`src/rtl/hazard_ctrl_if.sv`:
```
// hazard_ctrl_if: pipeline hazard bundle between the datapath (master) and hazard_ctrl_unit (slave)
//   pipeline in : L_EX, RF_LE_EX, RD_EX, RF_LE_MEM, RD_MEM, RF_LE_WB, RD_WB,
//                 RA_ID, RB_ID, USE_RA_ID, USE_RB_ID, BR_TAKEN_EX
//   control out : stall_F, stall_D, flush_D, flush_E, FWD_A, FWD_B, stall_cnt
interface hazard_ctrl_if #(
  parameter int AW    = 5,
  parameter int CNT_W = 16
);
  logic          L_EX, RF_LE_EX, RF_LE_MEM, RF_LE_WB;
  logic          USE_RA_ID, USE_RB_ID, BR_TAKEN_EX;
  logic [AW-1:0] RD_EX, RD_MEM, RD_WB, RA_ID, RB_ID;
  logic          stall_F, stall_D, flush_D, flush_E;
  logic [1:0]    FWD_A, FWD_B;
  logic [CNT_W-1:0] stall_cnt;
  modport master (
    output L_EX, RF_LE_EX, RF_LE_MEM, RF_LE_WB, USE_RA_ID, USE_RB_ID, BR_TAKEN_EX,
           RD_EX, RD_MEM, RD_WB, RA_ID, RB_ID,
    input  stall_F, stall_D, flush_D, flush_E, FWD_A, FWD_B, stall_cnt
  );
  modport slave (
    input  L_EX, RF_LE_EX, RF_LE_MEM, RF_LE_WB, USE_RA_ID, USE_RB_ID, BR_TAKEN_EX,
           RD_EX, RD_MEM, RD_WB, RA_ID, RB_ID,
    output stall_F, stall_D, flush_D, flush_E, FWD_A, FWD_B, stall_cnt
  );
endinterface

```
`src/rtl/hazard_ctrl_unit.sv`:
```
// hazard_ctrl_unit: load-use stall FSM, branch flush and operand forwarding select
//   clk, rst_n (async, active-low); h: hazard_ctrl_if.slave carrying pipeline
//   register info in and stall/flush/forward controls out.
//   Optional macro HAZARD_PERF_CNT_EN adds a saturating stall-cycle counter on stall_cnt.
module hazard_ctrl_unit #(
  parameter int AW       = 5,
  parameter int LOAD_LAT = 1,
  parameter int CNT_W    = 16
) (
  input logic          clk,
  input logic          rst_n,
  hazard_ctrl_if.slave h
);
  typedef enum logic {IDLE, STALL} state_t;
  state_t     state, state_nx;
  logic [1:0] rem, rem_nx;
  logic       hz, stl, br, ex_w;
  assign br   = h.BR_TAKEN_EX;
  assign ex_w = h.RF_LE_EX & ~h.L_EX;
  assign hz = h.L_EX & h.RF_LE_EX & (h.RD_EX != '0) &
              ((h.USE_RA_ID & (h.RD_EX == h.RA_ID)) | (h.USE_RB_ID & (h.RD_EX == h.RB_ID)));
  always_ff @(posedge clk or negedge rst_n)
    if (!rst_n) begin
      state <= IDLE;
      rem   <= '0;
    end else begin
      state <= state_nx;
      rem   <= rem_nx;
    end
  // A taken branch wins over everything: it squashes the dependent instruction anyway.
  always_comb begin
    state_nx = state;
    rem_nx   = rem;
    stl      = 1'b0;
    if (br) begin
      state_nx = IDLE;
      rem_nx   = '0;
    end else if (state == STALL) begin
      stl      = 1'b1;
      state_nx = rem == '0 ? IDLE : STALL;
      rem_nx   = rem == '0 ? rem : rem - 2'd1;
    end else if (hz) begin
      stl      = 1'b1;
      state_nx = LOAD_LAT > 1 ? STALL : IDLE;
      rem_nx   = LOAD_LAT > 1 ? 2'(LOAD_LAT - 2) : 2'd0;
    end
  end
  assign h.stall_F = rst_n & stl;
  assign h.stall_D = rst_n & stl;
  assign h.flush_D = rst_n & br;
  assign h.flush_E = rst_n & (stl | br);
  // A load result is not ready in EX, so EX forwarding excludes loads.
  assign h.FWD_A = (!rst_n || !h.USE_RA_ID || h.RA_ID == '0) ? 2'b00 :
                   (ex_w && h.RD_EX == h.RA_ID)         ? 2'b01 :
                   (h.RF_LE_MEM && h.RD_MEM == h.RA_ID) ? 2'b10 :
                   (h.RF_LE_WB && h.RD_WB == h.RA_ID)   ? 2'b11 : 2'b00;
  assign h.FWD_B = (!rst_n || !h.USE_RB_ID || h.RB_ID == '0) ? 2'b00 :
                   (ex_w && h.RD_EX == h.RB_ID)         ? 2'b01 :
                   (h.RF_LE_MEM && h.RD_MEM == h.RB_ID) ? 2'b10 :
                   (h.RF_LE_WB && h.RD_WB == h.RB_ID)   ? 2'b11 : 2'b00;
`ifdef HAZARD_PERF_CNT_EN
  logic [CNT_W-1:0] cnt;
  always_ff @(posedge clk or negedge rst_n)
    if (!rst_n) cnt <= '0;
    else if (h.stall_F && !(&cnt)) cnt <= cnt + 1'b1;
  assign h.stall_cnt = cnt;
`else
  assign h.stall_cnt = {CNT_W{1'b0}};
`endif
endmodule

```
`src/flat_wrapper.sv`:
```
// flat-port wrapper written by rule: the top's interface ports become plain ports
module hazard_ctrl_unit_flat 
#(
  parameter int AW       = 5,
  parameter int LOAD_LAT = 1,
  parameter int CNT_W    = 16
)
  (clk, rst_n, h_L_EX, h_RF_LE_EX, h_RF_LE_MEM, h_RF_LE_WB, h_USE_RA_ID, h_USE_RB_ID, h_BR_TAKEN_EX, h_RD_EX, h_RD_MEM, h_RD_WB, h_RA_ID, h_RB_ID, h_stall_F, h_stall_D, h_flush_D, h_flush_E, h_FWD_A, h_FWD_B, h_stall_cnt);
  hazard_ctrl_if #(.AW(AW), .CNT_W(CNT_W)) h_i ();
  input logic clk;
  input logic rst_n;
  input wire logic [$bits(h_i.L_EX)-1:0] h_L_EX;
  input wire logic [$bits(h_i.RF_LE_EX)-1:0] h_RF_LE_EX;
  input wire logic [$bits(h_i.RF_LE_MEM)-1:0] h_RF_LE_MEM;
  input wire logic [$bits(h_i.RF_LE_WB)-1:0] h_RF_LE_WB;
  input wire logic [$bits(h_i.USE_RA_ID)-1:0] h_USE_RA_ID;
  input wire logic [$bits(h_i.USE_RB_ID)-1:0] h_USE_RB_ID;
  input wire logic [$bits(h_i.BR_TAKEN_EX)-1:0] h_BR_TAKEN_EX;
  input wire logic [$bits(h_i.RD_EX)-1:0] h_RD_EX;
  input wire logic [$bits(h_i.RD_MEM)-1:0] h_RD_MEM;
  input wire logic [$bits(h_i.RD_WB)-1:0] h_RD_WB;
  input wire logic [$bits(h_i.RA_ID)-1:0] h_RA_ID;
  input wire logic [$bits(h_i.RB_ID)-1:0] h_RB_ID;
  output wire logic [$bits(h_i.stall_F)-1:0] h_stall_F;
  output wire logic [$bits(h_i.stall_D)-1:0] h_stall_D;
  output wire logic [$bits(h_i.flush_D)-1:0] h_flush_D;
  output wire logic [$bits(h_i.flush_E)-1:0] h_flush_E;
  output wire logic [$bits(h_i.FWD_A)-1:0] h_FWD_A;
  output wire logic [$bits(h_i.FWD_B)-1:0] h_FWD_B;
  output wire logic [$bits(h_i.stall_cnt)-1:0] h_stall_cnt;
  assign h_i.L_EX = h_L_EX;
  assign h_i.RF_LE_EX = h_RF_LE_EX;
  assign h_i.RF_LE_MEM = h_RF_LE_MEM;
  assign h_i.RF_LE_WB = h_RF_LE_WB;
  assign h_i.USE_RA_ID = h_USE_RA_ID;
  assign h_i.USE_RB_ID = h_USE_RB_ID;
  assign h_i.BR_TAKEN_EX = h_BR_TAKEN_EX;
  assign h_i.RD_EX = h_RD_EX;
  assign h_i.RD_MEM = h_RD_MEM;
  assign h_i.RD_WB = h_RD_WB;
  assign h_i.RA_ID = h_RA_ID;
  assign h_i.RB_ID = h_RB_ID;
  assign h_stall_F = h_i.stall_F;
  assign h_stall_D = h_i.stall_D;
  assign h_flush_D = h_i.flush_D;
  assign h_flush_E = h_i.flush_E;
  assign h_FWD_A = h_i.FWD_A;
  assign h_FWD_B = h_i.FWD_B;
  assign h_stall_cnt = h_i.stall_cnt;
  hazard_ctrl_unit #(.AW(AW), .LOAD_LAT(LOAD_LAT), .CNT_W(CNT_W)) u_core (.clk(clk), .rst_n(rst_n), .h(h_i));
endmodule
```
`config.mk`:
```
export PLATFORM = sky130hd
export DESIGN_NAME = hazard_ctrl_unit_flat
export DESIGN_NICKNAME = d
export VERILOG_FILES = /design/src/rtl/hazard_ctrl_if.sv /design/src/rtl/hazard_ctrl_unit.sv /design/src/flat_wrapper.sv
export SDC_FILE = /design/constraint.sdc
export NUM_CORES = 1
export LEC_CHECK = 0
export ABC_CLOCK_PERIOD_IN_PS = 4400
export BUFFER_PORTS_ARGS = -buffer_cell sky130_fd_sc_hd__buf_2
export CELL_PAD_IN_SITES_DETAIL_PLACEMENT = 1
export CELL_PAD_IN_SITES_GLOBAL_PLACEMENT = 1
export CORE_MARGIN = 3
export CORE_UTILIZATION = 29
export CTS_CLUSTER_SIZE = 40
export DETAILED_ROUTE_END_ITERATION = 16
export PLACE_DENSITY = 0.93
export RECOVER_POWER = 50
export SLEW_MARGIN = 20
export SYNTH_ARGS = -nofsm -noshare
export SYNTH_HDL_FRONTEND = slang
export SYNTH_SLANG_ARGS = --single-unit
```
`constraint.sdc`:
```
create_clock -name clk -period 4.4 [get_ports clk]
set_clock_uncertainty 0.1 [all_clocks]
set_input_delay 0.44 -clock clk [delete_from_list [all_inputs] [get_ports clk]]
set_output_delay 0.44 -clock clk [all_outputs]
set_load 0.05 [all_outputs]
```
==> results.cfg <==
[outcome]
status = completed

[floorplanning]
rows = 18
start_util = 0.314
fp.dieW_um = 58.5
die_y_um = 58.5
die_area_mm2 = 0.00342
io_pins = 58
core-area_mm2 = 0.00254

[hold_path]
min_path_type = in2reg

[setup_path]
critPathKind = in2out
worstPathMaxFanout = 8
reg2reg_from = u_core.rem[0]
crit_arrival_ns = 1.97
startpoint = rst_n
worstRegToRegCells = 4
r2r_setup_slack_ns = 3.15
required_ns = 3.86
cp-end-kind = output pin
r2r-end = u_core.rem[0]
startpoint_type = input pin
endpoint = h_FWD_A[1]

[global_route]
grt_max_degree = 9
grt_pass1_wl_mm = 3.82
grt_pass1_vias = 894
overflow = 0
antenna_found_initial = 0
grt_usage = 0.144

[clocking]
clkTransAtPathRegs_ns = 0.04
cts.path.max_buffers = 2
cts_tree = yes
postCtsSetupBuffers = 0
cts_buffers = 3
clk_latency_ns = 0.24
root_buffer = clkbuf_4
cts.sinks = 3
cts.htree.levels = 1

[timing]
min_period_ns = 2.51
tns_ns = 0
fmax_mhz = 399
hold_violations = 0
worstMarginPinSlew_ns = 0.592
whs_ns = 0.458
drv_slew = 0
rsz0062_at_grt = no
setup_violations = 0
slew_headroom = 0.607
setup_slack_ns = 1.89
fin_crit_sh = 0.570

[yosys]
syn-cell-area_um2 = 800
synth_cell_types = 26
synthCells = 102
synth_async_sr_flop_share = 1.00
synth_edf_count = 0
seq_area_frac_synth = 0.0939
ys.flop_type = dfrtp_1
synth_area_per_cell_um2 = 7.84
ys_ff_latch = 3
ys_warn_count = 0

[drt]
vias = 856
drtIter0Drc = 5
wl_mm = 2.39
drc = 0
drt-vias-per-instance = 4.86
dr.pass1.iters = 2
ant_nets = 0
wl_per_cell_um = 13.6

[placed_design]
dp_slack_ns = 1.93
portBuffers = 41
dp_cells = 171
dp_hpwl_mm = 2.13
gp_congestion = 0.842

[layout]
finalNetCount = 182
fillCellCount = 350
n_antenna_cell = 0
synthToLayoutAreaGrowth_pct = 24.9
multiInputGateArea_um2 = 637
fin_cells = 176
drive_above_1_share = 0.288
ff_latch_area_um2 = 75.1

[power]
p_leak_nw = 0.477
peakVddDrop_v = 0.0000712
power_density_mw_per_mm2 = 180

[run]
cap_violations = 0
kinds of logic (layout without fill, tap and decap cells):
family	after synthesis	after routing	share of synthesized area
buffers and inverters	20	49	0.174
and+or+nand+nor	33	33	0.224
adders and majority gates	1	1	0.0156
xor gates and xnor gates	31	31	0.340
DFF	3	3	0.0939
other	1	16	0.00469
AOI/OAI and AO/OA	13	13	0.149
report_power, final:
| part | leakage (nW) | internal, W | switching (W) |
|---|---|---|---|
| clock network | 0.0150 | 0.0000342 | 0.0000170 |
| registers | 0.0419 | 0.0000277 | 0 |
| logic | 0.420 | 0.0000312 | 0.0000697 |
| total | 0.477 | 0.0000931 | 0.0000867 |
Yosys cell counts (2+ instances only):
cell type | number | area [µm²]
buf_4 | 17 | 128
o211ai_1 | 2 | 15.0
nor2_1 | 6 | 22.5
o221ai_1 | 2 | 17.5
nor3b_1 | 2 | 15.0
nor2b_1 | 4 | 25.0
or4_1 | 3 | 22.5
nand2_1 | 4 | 15.0
inv_1 | 3 | 11.3
nor4_1 | 4 | 25.0
nand3_1 | 6 | 30.0
a211oi_1 | 2 | 15.0
xor2_1 | 22 | 193
and3_1 | 2 | 12.5
a22oi_1 | 2 | 15.0
xnor2_1 | 9 | 78.8
dfrtp_1 | 3 | 75.1
layout make-up:
type	instances	share of cell area
inverter	3	0.0113
timing repair buffer	42	0.212
tap	30	0.0376
multi-input combinational	94	0.638
sequential	3	0.0752
clock buffer	4	0.0263
stage by stage:
stage,cell area (µm²),total power [W],util
CTS,1010,0.000182,0.396
global route,998,0.000190,0.392
global placement,971,0.000125,0.382
floorplan,856,0.000105,-
finish,998,0.000180,0.392
detailed placement,971,0.000129,0.382
repair_timing:
action | CTS | global route
hold buffers | 1 | 0
hold endpoints to repair | 3 | 0
resized for setup | 0 | 0
state kept, by name, summed over array words and instances, names as in the netlist:
signal and count:
u_core.state 1, u_core.rem 2
placed cells by master (no fill, tap or decap), drive strengths merged, types with 2 or more instances in the layout:
| cell | n |
|---|---|
| a211oi | 2 |
| a22oi | 2 |
| and3 | 2 |
| buf | 38 |
| clkbuf | 7 |
| conb | 16 |
| dfrtp | 3 |
| inv | 3 |
| nand2 | 4 |
| nand3 | 6 |
| nor2 | 6 |
| nor2b | 4 |
| nor3b | 2 |
| nor4 | 4 |
| o211ai | 3 |
| o221ai | 2 |
| or4 | 3 |
| xnor2 | 9 |
| xor2 | 22 |
critical path, stage by stage:
cell,delay [ns]
dlygate4sd3_1,0.52
clkbuf_1,0.30
o211ai_1,0.19
a211oi_1,0.21
buf_2,0.30
metal layers:
layer	vias to the layer above	track usage	wire (µm)
met2	46	0.293	1300
met3	8	0.0175	192
met1	392	0.138	828
met4	0	0.0728	67
met5	-	0	0
li1	410	-	-
how the worst min path moves through the flow:
stage / from / endpoint / slack [ns] / depth (start not counted)
2_1_floorplan: rst_n / u_core.rem[0] / 0.04 / 0
3_3_place_gp: rst_n / u_core.state / 0.17 / 1
3_5_place_dp: rst_n / u_core.state / 0.17 / 1
4_1_cts: rst_n / u_core.rem[0] / 0.45 / 2
5_1_grt: h_BR_TAKEN_EX / u_core.state / 0.51 / 4
6_report: h_BR_TAKEN_EX / u_core.state / 0.46 / 4
Note: power is estimated with default switching activity, not from simulation.
